`src/rtl/spi_lcd_pkg.sv`:
```
// Shared constants and types for the LCD SPI receiver.
// Opcodes, reset values and the decoder state encoding.
package spi_lcd_pkg;

  localparam logic [7:0] CMD_SLPIN    = 8'h10;
  localparam logic [7:0] CMD_SLPOUT   = 8'h11;
  localparam logic [7:0] CMD_DISPOFF  = 8'h28;
  localparam logic [7:0] CMD_DISPON   = 8'h29;
  localparam logic [7:0] CMD_COLMOD   = 8'h3A;
  localparam logic [7:0] CMD_RAMWR    = 8'h2C;

  localparam logic [7:0] COLMOD_RESET = 8'h66;

  typedef enum logic [1:0] {
    ST_CMD,
    ST_PARAM,
    ST_PIX_HI,
    ST_PIX_LO
  } dec_state_t;

endpackage

```
`src/rtl/spi_slave_rx.sv`:
```
// Oversampling SPI mode-0 byte deserializer.
// Synchronizes the link, detects scl/cs edges and assembles bytes.
module spi_slave_rx #(
  parameter int SYNC_STAGES = 2
) (
  input  logic       clk,
  input  logic       reset,
  input  logic       cs,
  input  logic       scl,
  input  logic       sda,
  input  logic       dc,
  output logic [7:0] byte_out,
  output logic       byte_dc,
  output logic       byte_valid,
  output logic       byte_abort
);

  logic [SYNC_STAGES-1:0] cs_sync;
  logic [SYNC_STAGES-1:0] scl_sync;
  logic [SYNC_STAGES-1:0] sda_sync;
  logic [SYNC_STAGES-1:0] dc_sync;

  logic       cs_s;
  logic       scl_s;
  logic       sda_s;
  logic       dc_s;
  logic       cs_prev;
  logic       scl_prev;
  logic [7:0] shift;
  logic [2:0] bit_cnt;
  logic       scl_rise;
  logic       cs_rise;

  assign cs_s  = cs_sync[SYNC_STAGES-1];
  assign scl_s = scl_sync[SYNC_STAGES-1];
  assign sda_s = sda_sync[SYNC_STAGES-1];
  assign dc_s  = dc_sync[SYNC_STAGES-1];

  assign scl_rise = scl_s & ~scl_prev;
  assign cs_rise  = cs_s & ~cs_prev;

  // Bring the asynchronous link pins into the clk domain.
  always_ff @(posedge clk or posedge reset) begin
    if (reset) begin
      cs_sync  <= '1;
      scl_sync <= '0;
      sda_sync <= '0;
      dc_sync  <= '0;
      cs_prev  <= 1'b1;
      scl_prev <= 1'b0;
    end else begin
      cs_sync  <= {cs_sync[SYNC_STAGES-2:0], cs};
      scl_sync <= {scl_sync[SYNC_STAGES-2:0], scl};
      sda_sync <= {sda_sync[SYNC_STAGES-2:0], sda};
      dc_sync  <= {dc_sync[SYNC_STAGES-2:0], dc};
      cs_prev  <= cs_s;
      scl_prev <= scl_s;
    end
  end

  // Shift bits on scl rises, emit whole bytes, abort partial ones.
  always_ff @(posedge clk or posedge reset) begin
    if (reset) begin
      shift      <= '0;
      bit_cnt    <= '0;
      byte_out   <= '0;
      byte_dc    <= 1'b0;
      byte_valid <= 1'b0;
      byte_abort <= 1'b0;
    end else begin
      byte_valid <= 1'b0;
      byte_abort <= 1'b0;
      if (cs_s) begin
        bit_cnt <= '0;
        if (cs_rise && bit_cnt != 3'd0) begin
          byte_abort <= 1'b1;
        end
      end else if (scl_rise) begin
        shift   <= {shift[6:0], sda_s};
        bit_cnt <= bit_cnt + 3'd1;
        if (bit_cnt == 3'd7) begin
          byte_out   <= {shift[6:0], sda_s};
          byte_dc    <= dc_s;
          byte_valid <= 1'b1;
        end
      end
    end
  end

endmodule

```
`src/rtl/spi_lcd_rx.sv`:
```
// Display-side receiver for the 4-wire LCD SPI link.
// Decodes commands, parameters and RGB565 pixel writes.
module spi_lcd_rx
  import spi_lcd_pkg::*;
#(
  parameter int SYNC_STAGES = 2,
  parameter int MAX_PIXELS  = 76800,
  parameter int CNT_W       = 17
) (
  input  logic             clk,
  input  logic             reset,
  input  logic             cs,
  input  logic             scl,
  input  logic             sda,
  input  logic             dc,
  output logic [7:0]       byte_out,
  output logic             byte_dc,
  output logic             byte_valid,
  output logic             byte_abort,
  output logic             sleep_out,
  output logic             display_on,
  output logic [7:0]       colmod,
  output logic [15:0]      pixel,
  output logic             pixel_valid,
  output logic [CNT_W-1:0] pixel_count,
  output logic             frame_done
);

  localparam logic [CNT_W-1:0] LAST_PIX = CNT_W'(MAX_PIXELS - 1);

  dec_state_t state;
  logic [7:0] pix_hi;

  spi_slave_rx #(
    .SYNC_STAGES(SYNC_STAGES)
  ) u_rx (
    .clk       (clk),
    .reset     (reset),
    .cs        (cs),
    .scl       (scl),
    .sda       (sda),
    .dc        (dc),
    .byte_out  (byte_out),
    .byte_dc   (byte_dc),
    .byte_valid(byte_valid),
    .byte_abort(byte_abort)
  );

  // Decoder FSM: commands from any state, data by current state.
  always_ff @(posedge clk or posedge reset) begin
    if (reset) begin
      state       <= ST_CMD;
      pix_hi      <= '0;
      sleep_out   <= 1'b0;
      display_on  <= 1'b0;
      colmod      <= COLMOD_RESET;
      pixel       <= '0;
      pixel_valid <= 1'b0;
      pixel_count <= '0;
      frame_done  <= 1'b0;
    end else begin
      pixel_valid <= 1'b0;
      frame_done  <= 1'b0;
      if (byte_valid) begin
        if (!byte_dc) begin
          state <= ST_CMD;
          unique case (byte_out)
            CMD_SLPOUT:  sleep_out  <= 1'b1;
            CMD_SLPIN:   sleep_out  <= 1'b0;
            CMD_DISPON:  display_on <= 1'b1;
            CMD_DISPOFF: display_on <= 1'b0;
            CMD_COLMOD:  state      <= ST_PARAM;
            CMD_RAMWR: begin
              pixel_count <= '0;
              state       <= ST_PIX_HI;
            end
            default: ;
          endcase
        end else begin
          unique case (state)
            ST_PARAM: begin
              colmod <= byte_out;
              state  <= ST_CMD;
            end
            ST_PIX_HI: begin
              pix_hi <= byte_out;
              state  <= ST_PIX_LO;
            end
            ST_PIX_LO: begin
              pixel       <= {pix_hi, byte_out};
              pixel_valid <= 1'b1;
              state       <= ST_PIX_HI;
              if (pixel_count == LAST_PIX) begin
                pixel_count <= '0;
                frame_done  <= 1'b1;
              end else begin
                pixel_count <= pixel_count + CNT_W'(1);
              end
            end
            default: ;
          endcase
        end
      end
    end
  end

endmodule

```
`config.mk`:
```
export PLATFORM = sky130hd
export DESIGN_NAME = spi_lcd_rx
export DESIGN_NICKNAME = d
export VERILOG_FILES = /design/src/rtl/spi_lcd_pkg.sv /design/src/rtl/spi_slave_rx.sv /design/src/rtl/spi_lcd_rx.sv
export SDC_FILE = /design/constraint.sdc
export NUM_CORES = 1
export LEC_CHECK = 0
export CORE_ASPECT_RATIO = 1.5
export CORE_UTILIZATION = 59
export CTS_BUF_LIST = sky130_fd_sc_hd__clkbuf_2 sky130_fd_sc_hd__clkbuf_4 sky130_fd_sc_hd__clkbuf_8
export DETAILED_ROUTE_END_ITERATION = 12
export GPL_TIMING_DRIVEN = 0
export PLACE_DENSITY = 0.88
export SLEW_MARGIN = 20
export SYNTH_ARGS = -nofsm -noshare
export SYNTH_HDL_FRONTEND = slang
export SYNTH_SLANG_ARGS = --single-unit
```
`constraint.sdc`:
```
create_clock -name clk -period 4.85 [get_ports clk]
set_clock_uncertainty 0.05 [all_clocks]
set_input_delay 0.97 -clock clk [delete_from_list [all_inputs] [get_ports clk]]
set_output_delay 0.97 -clock clk [all_outputs]
set_load 0.02 [all_outputs]
```
==> Word-level counts from Yosys, hierarchy flattened <==
Index checks and enable logic that the tools add are counted.
W data, S select, Z words.
{ "op_classes": {"n_mux": 23, "bitwise_logic": 6, "add_sub_neg": 2, "n_eq_ne": 13, "reduce_logical": 15} }
{ "op_table": {"columns": ["operator", "n"], "rows": [
  ["$mux W17", 4],
  ["$eq A8 B6 Y1 const B", 4],
  ["$reduce_and A3 Y1", 7],
  ["$add A17 B1 Y17 const B", 1],
  ["$eq A17 B17 Y1 const B", 1],
  ["$eq A8 B5 Y1 const B", 2],
  ["$mux W1", 12],
  ["$reduce_bool A2 Y1", 4],
  ["$mux W3", 2],
  ["$pmux W2 S3", 1],
  ["$eq A2 B2 Y1 const B", 2],
  ["$ne A4 B4 Y1 const B", 1],
  ["$not A1 Y1", 4],
  ["$pmux W1 S2", 2],
  ["$pmux W2 S2", 1],
  ["$reduce_and A2 Y1", 2],
  ["$add A3 B1 Y3 const B", 1],
  ["$eq A3 B3 Y1 const B", 1],
  ["$reduce_bool A3 Y1", 1],
  ["$and A1 B1 Y1", 2],
  ["$eq A2 B1 Y1 const B", 1],
  ["$mux W2", 1],
  ["$ne A2 B2 Y1 const B", 1],
  ["$logic_and A1 B1 Y1", 1]
]} }
{ "word_totals": {"ff_bits": 86, "input_bits": 6} }

==> Longest topological paths before layout <==
{ "logic_depth": {"depth_word": 5, "ltp_mapped": 7} }

==> By module <==
From an unflattened synthesis, not the netlist that was laid out.
{ "unflattened": {"cells_unflattened": 333, "hier_area_um2": 3744.8} }
{ "by_module_without_submodules": {"columns": ["mod", "cells_each", "n_inst", "area_per_inst_um2"], "rows": [
  ["spi_lcd_rx", 267, 1, 2627.5],
  ["spi_slave_rx", 66, 1, 1117.3]
]} }

==> Least setup slack after synthesis <==
No wires, ideal clock.
{ "synth_timing": {"kind": "reg2reg", "from": "reg pixel_count[0]", "to": "reg pixel_count[9]", "t_required_ps": 4676, "path_stages_with_launch": 8, "setup_slack_ps": 2914, "arrival_ps": 1762, "cell_sequence": "dfrtp_1 -> ha_1 -> and3_1 -> nand4_4 -> o21ai_2 -> buf_4 -> nor3_1 -> a211o_1"} }
{ "synth_between": {"elab_chain_cells": 4, "word_cells_on_any_way": 5, "classes_between": "add/sub (1); eq/ne (1); mux (3)"} }
{ "synth_rtl": {"columns": ["element", "line", "text"], "rows": [
  ["start, declared", "spi_lcd_rx.sv:25", "output logic [CNT_W-1:0] pixel_count,"],
  ["start signal, assigned", "spi_lcd_rx.sv:97", "pixel_count <= pixel_count + CNT_W'(1);"],
  ["$add A17 B1 Y17 / $eq A17 B17 Y1 (equally long branches)", "spi_lcd_rx.sv:97, spi_lcd_rx.sv:93", null],
  ["$mux W17 *", "spi_lcd_rx.sv:93", "if (pixel_count == LAST_PIX) begin"],
  ["$mux W17 *", "spi_lcd_rx.sv:80", "unique case (state)"],
  ["$mux W17 *", "spi_lcd_rx.sv:65", "if (!byte_dc) begin"]
]} }
Mark *: on every way between the ends. The rest lies on a longest branch, timed or not. The select of a mux whose other input is x is not followed.
A chain may end at the register's enable or synchronous reset.

==> Worst setup path after layout <==
{ "layout_timing": {"from": "reg u_rx.byte_out[0]", "to": "out byte_out[0]"} }
{ "layout_rtl": {"columns": ["element", "line", "text"], "rows": [
  ["start, declared", "spi_slave_rx.sv:12", "output logic [7:0] byte_out,"],
  ["start signal, assigned", "spi_slave_rx.sv:82", "byte_out <= {shift[6:0], sda_s};"],
  ["end, declared", "spi_lcd_rx.sv:16", "output logic [7:0] byte_out,"]
]} }
No word-level cell between the ends.

==> flow_metrics.env <==
export IMPL_post_drt_via_cell_ratio=5.71
export IMPL_ys_seq_area_frac=0.600
export IMPL_cp_cell_sequence="clkdlybuf4s50_1"
export IMPL_critPathMaxStageDelay_ps=690
export IMPL_antenna_diode_instance_count=0
export IMPL_placeableCoreArea_mm2=0.00583
export IMPL_grt_first_pass_wirelength_um=12400
export IMPL_synth_most_common_cell="dfrtp_1"
export IMPL_syn_area_mm2=0.00360
export IMPL_area_added_between_synthesis_and_finish_pct=25.1
export IMPL_design_portCount=62
export IMPL_timing_reg2reg_worst_path_depth=6
export IMPL_hold_ws_ps=303
export IMPL_critPathTopFamily="buffers and inverters"
export IMPL_r2r_start="pixel_count[0]"
export IMPL_slew_viol_final=0
export IMPL_fraction_of_registers_with_async_set_reset=1.00
export IMPL_synth_top_cells_by_count="dfrtp_1, nand2_1, mux2_2"
export IMPL_worst_setup_path_start_kind="flop"
export IMPL_cts_inserted_buffers=9
export IMPL_r2r_setup_slack_ps=2780
export IMPL_critPathCaptureType="primary output"
export IMPL_register_area_mm2=0.00216
export IMPL_synth_top_cells_by_area="dfrtp_1, mux2_2, nand2_1"
export IMPL_setup_worst_path_start="u_rx.byte_out[0]"
export IMPL_cts_hold_buffers_added=0
export IMPL_critical_path_buf_inv_count=1
export IMPL_grt_start_max_net_pins=45
export IMPL_actual_slew_at_the_worst_max_slew_pin_ps=535
export IMPL_grt_total_usage=0.260
export IMPL_p_per_area_mw_per_mm2=282
export IMPL_setup_violations_final=0
export IMPL_port_buffer_count=61
export IMPL_vias_post_dr=2615
export IMPL_unique_cell_type_count_in_the_yosys_netlist=45
export IMPL_max_clock_path_buffers=2
export IMPL_drt_iter0_drc=167
export IMPL_synthDominantCellAreaShare=0.549
export IMPL_max_freq_mhz=375
export IMPL_r2r_end="pixel_count[9]"
export IMPL_die_height_um=97.7
export IMPL_routabilityCongestion=0.851
export IMPL_report_final_hold_viol_count=0
export IMPL_post_cts_buffers=0
export IMPL_final_min_period_over_clock_period=0.550
export IMPL_unrepaired_setup_endpoints_after_global_routing="no"
export IMPL_drc=0
export IMPL_cp_data_arrival_time_ps=1650
export IMPL_layout_filler_cells=380
export IMPL_drive_gt1_frac=0.189
export IMPL_initial_core_util=0.618
export IMPL_postSynthCellCount=308
export IMPL_ir_drop_mv=0.262
export IMPL_core_rowCount=34
export IMPL_antenna_found_initial=0
export IMPL_max_cap_violations=0
export IMPL_detailedRoute_firstPassIterationCount=4
export IMPL_min_period_ps=2670
export IMPL_worst_hold_path_type="flop to flop"
export IMPL_largest_area_contributor_in_the_synthesized_netlist="dfrtp_1"
export IMPL_maxSlewHeadroom=0.643
export IMPL_count_of_nets_left_with_antenna_violations_after_detail_routing=0
export IMPL_clock_tree_htree_level_count=3
export IMPL_cp_max_fo=9
export IMPL_clock_insertion_delay_worst_skew_ps=350
export IMPL_mappedNetlistNets=318
export IMPL_crit_type="flop to primary output"
export IMPL_multi_input_comb_area_mm2=0.00137
export IMPL_wl_per_cell_um=16.4
export IMPL_dp_hpwl_um=5280
export IMPL_crit_required_ps=3830
export IMPL_first_global_vias=2553
export IMPL_aggregate_routed_wire_length_um=7530
export IMPL_clk_pin_slew_worst_paths_ps=80
export IMPL_crit_path_top_delay_cell="clkdlybuf4s50_1"
export IMPL_number_of_sinks_on_the_clock_net=86
export IMPL_fp_dieArea_mm2=0.00643
export IMPL_clock_tree_root_cell="clkbuf_8"
export IMPL_p_leak_nw=2.08
export IMPL_dominantRegCellSynth="dfrtp_1"
export IMPL_worstSetupPathDepth=1
export IMPL_cts_resized=0
export IMPL_post_synthesis_sequential_element_count=86
export IMPL_timing_critical_path_to="byte_out[0]"
export IMPL_synth_edf_count=0
export IMPL_globalRoute_totalOverflow=0
export IMPL_average_cell_area_after_synthesis_um2=11.7
export IMPL_yosys_warnings=0
export IMPL_fin_tns_setup_ps=0
export IMPL_outcome="finished clean"
export IMPL_tritoncts="done"
export IMPL_final_nets=391
export IMPL_overall_die_width_um=65.8
[per-layer routing]
metal | track usage | up-vias | routed length [µm]
li1 | - | 1219 | -
met5 | 0 | - | 0
met4 | 0.124 | 0 | 105
met1 | 0.317 | 1310 | 2930
met3 | 0.0376 | 11 | 310
met2 | 0.443 | 75 | 4180
[cell type report]
cell class,count,share of cell area
Tap cell,72,0.0200
Clock inverter,5,0.00777
Timing Repair Buffer,62,0.140
Inverter,5,0.00472
Clock buffer,11,0.0322
Sequential cell,86,0.479
Buffer,11,0.0128
Multi-Input combinational cell,206,0.303
[worst min-delay path by stage]
| stage | startpoint | to | slack (ps) | depth (start not counted) |
|---|---|---|---|---|
| 6_report | u_rx.sda_sync[0] | u_rx.sda_sync[1] | 300 | 0 |
| 5_1_grt | u_rx.sda_sync[0] | u_rx.sda_sync[1] | 310 | 0 |
| 4_1_cts | u_rx.sda_sync[0] | u_rx.sda_sync[1] | 310 | 0 |
| 3_5_place_dp | u_rx.sda_sync[0] | u_rx.sda_sync[1] | 290 | 0 |
| 3_3_place_gp | u_rx.sda_sync[0] | u_rx.sda_sync[1] | 280 | 0 |
| 2_1_floorplan | u_rx.dc_sync[0] | u_rx.dc_sync[1] | 280 | 0 |
[stage by stage]
| step | instance area [µm²] | setup WS [ps] | power (mW) | utilization | std cells |
|---|---|---|---|---|---|
| 2_1_floorplan | 3600 | 1620 | 0.811 | - | 308 |
| 3_3_place_gp | 4300 | 398 | 0.825 | 0.739 | 441 |
| 3_5_place_dp | 4330 | 2560 | 0.835 | 0.742 | 442 |
| 4_1_cts | 4510 | 2170 | 1.28 | 0.773 | 458 |
| 5_1_grt | 4510 | 2110 | 1.32 | 0.773 | 458 |
| 6_report | 4510 | 2180 | 1.27 | 0.773 | 458 |
[where the power goes]
group | leakage (nW) | switching (mW) | internal [mW]
clock | 0.0810 | 0.248 | 0.205
combinational | 0.854 | 0.0244 | 0.0272
sequential | 1.15 | 0.0214 | 0.747
[logic make-up (layout without fill, tap and decap cells)]
kind of cell | after synthesis | count (layout) | share of synthesized area
compound gates | 36 | 36 | 0.0694
xor+xnor | 1 | 1 | 0.00243
fa+ha+maj | 4 | 4 | 0.0139
buf+inv | 16 | 94 | 0.0212
flops | 86 | 86 | 0.600
mux | 35 | 35 | 0.109
simple gates | 130 | 130 | 0.184
[layout by cell type, fill, tap and decap left out, types with 2 or more instances in the layout]
master	n
dfstp_2	7
and4_1	3
clkinvlp_4	4
nand4_1	2
buf_2	4
nor3b_1	2
nand2b_1	3
clkdlybuf4s50_1	61
or3_1	2
o21ai_2	2
nor2b_1	4
nand3_1	10
dfrtp_1	79
nand4b_1	2
clkbuf_8	10
inv_1	3
a211o_1	5
and3_1	4
nor2_1	12
ha_1	4
clkbuf_1	5
and2_1	6
nor3_1	7
o21ai_0	10
nand2_1	66
o31ai_1	6
a21oi_1	5
mux2_2	34
[registers in the layout, summed over array words and instances (netlist names), 2 cells and up]
name,flops
pixel_count,17
pixel,16
colmod,8
pix_hi,8
u_rx.byte_out,8
u_rx.shift,7
u_rx.bit_cnt,3
state,2
u_rx.cs_sync,2
u_rx.dc_sync,2
u_rx.scl_sync,2
u_rx.sda_sync,2
Power figures use the tool's default switching activity.
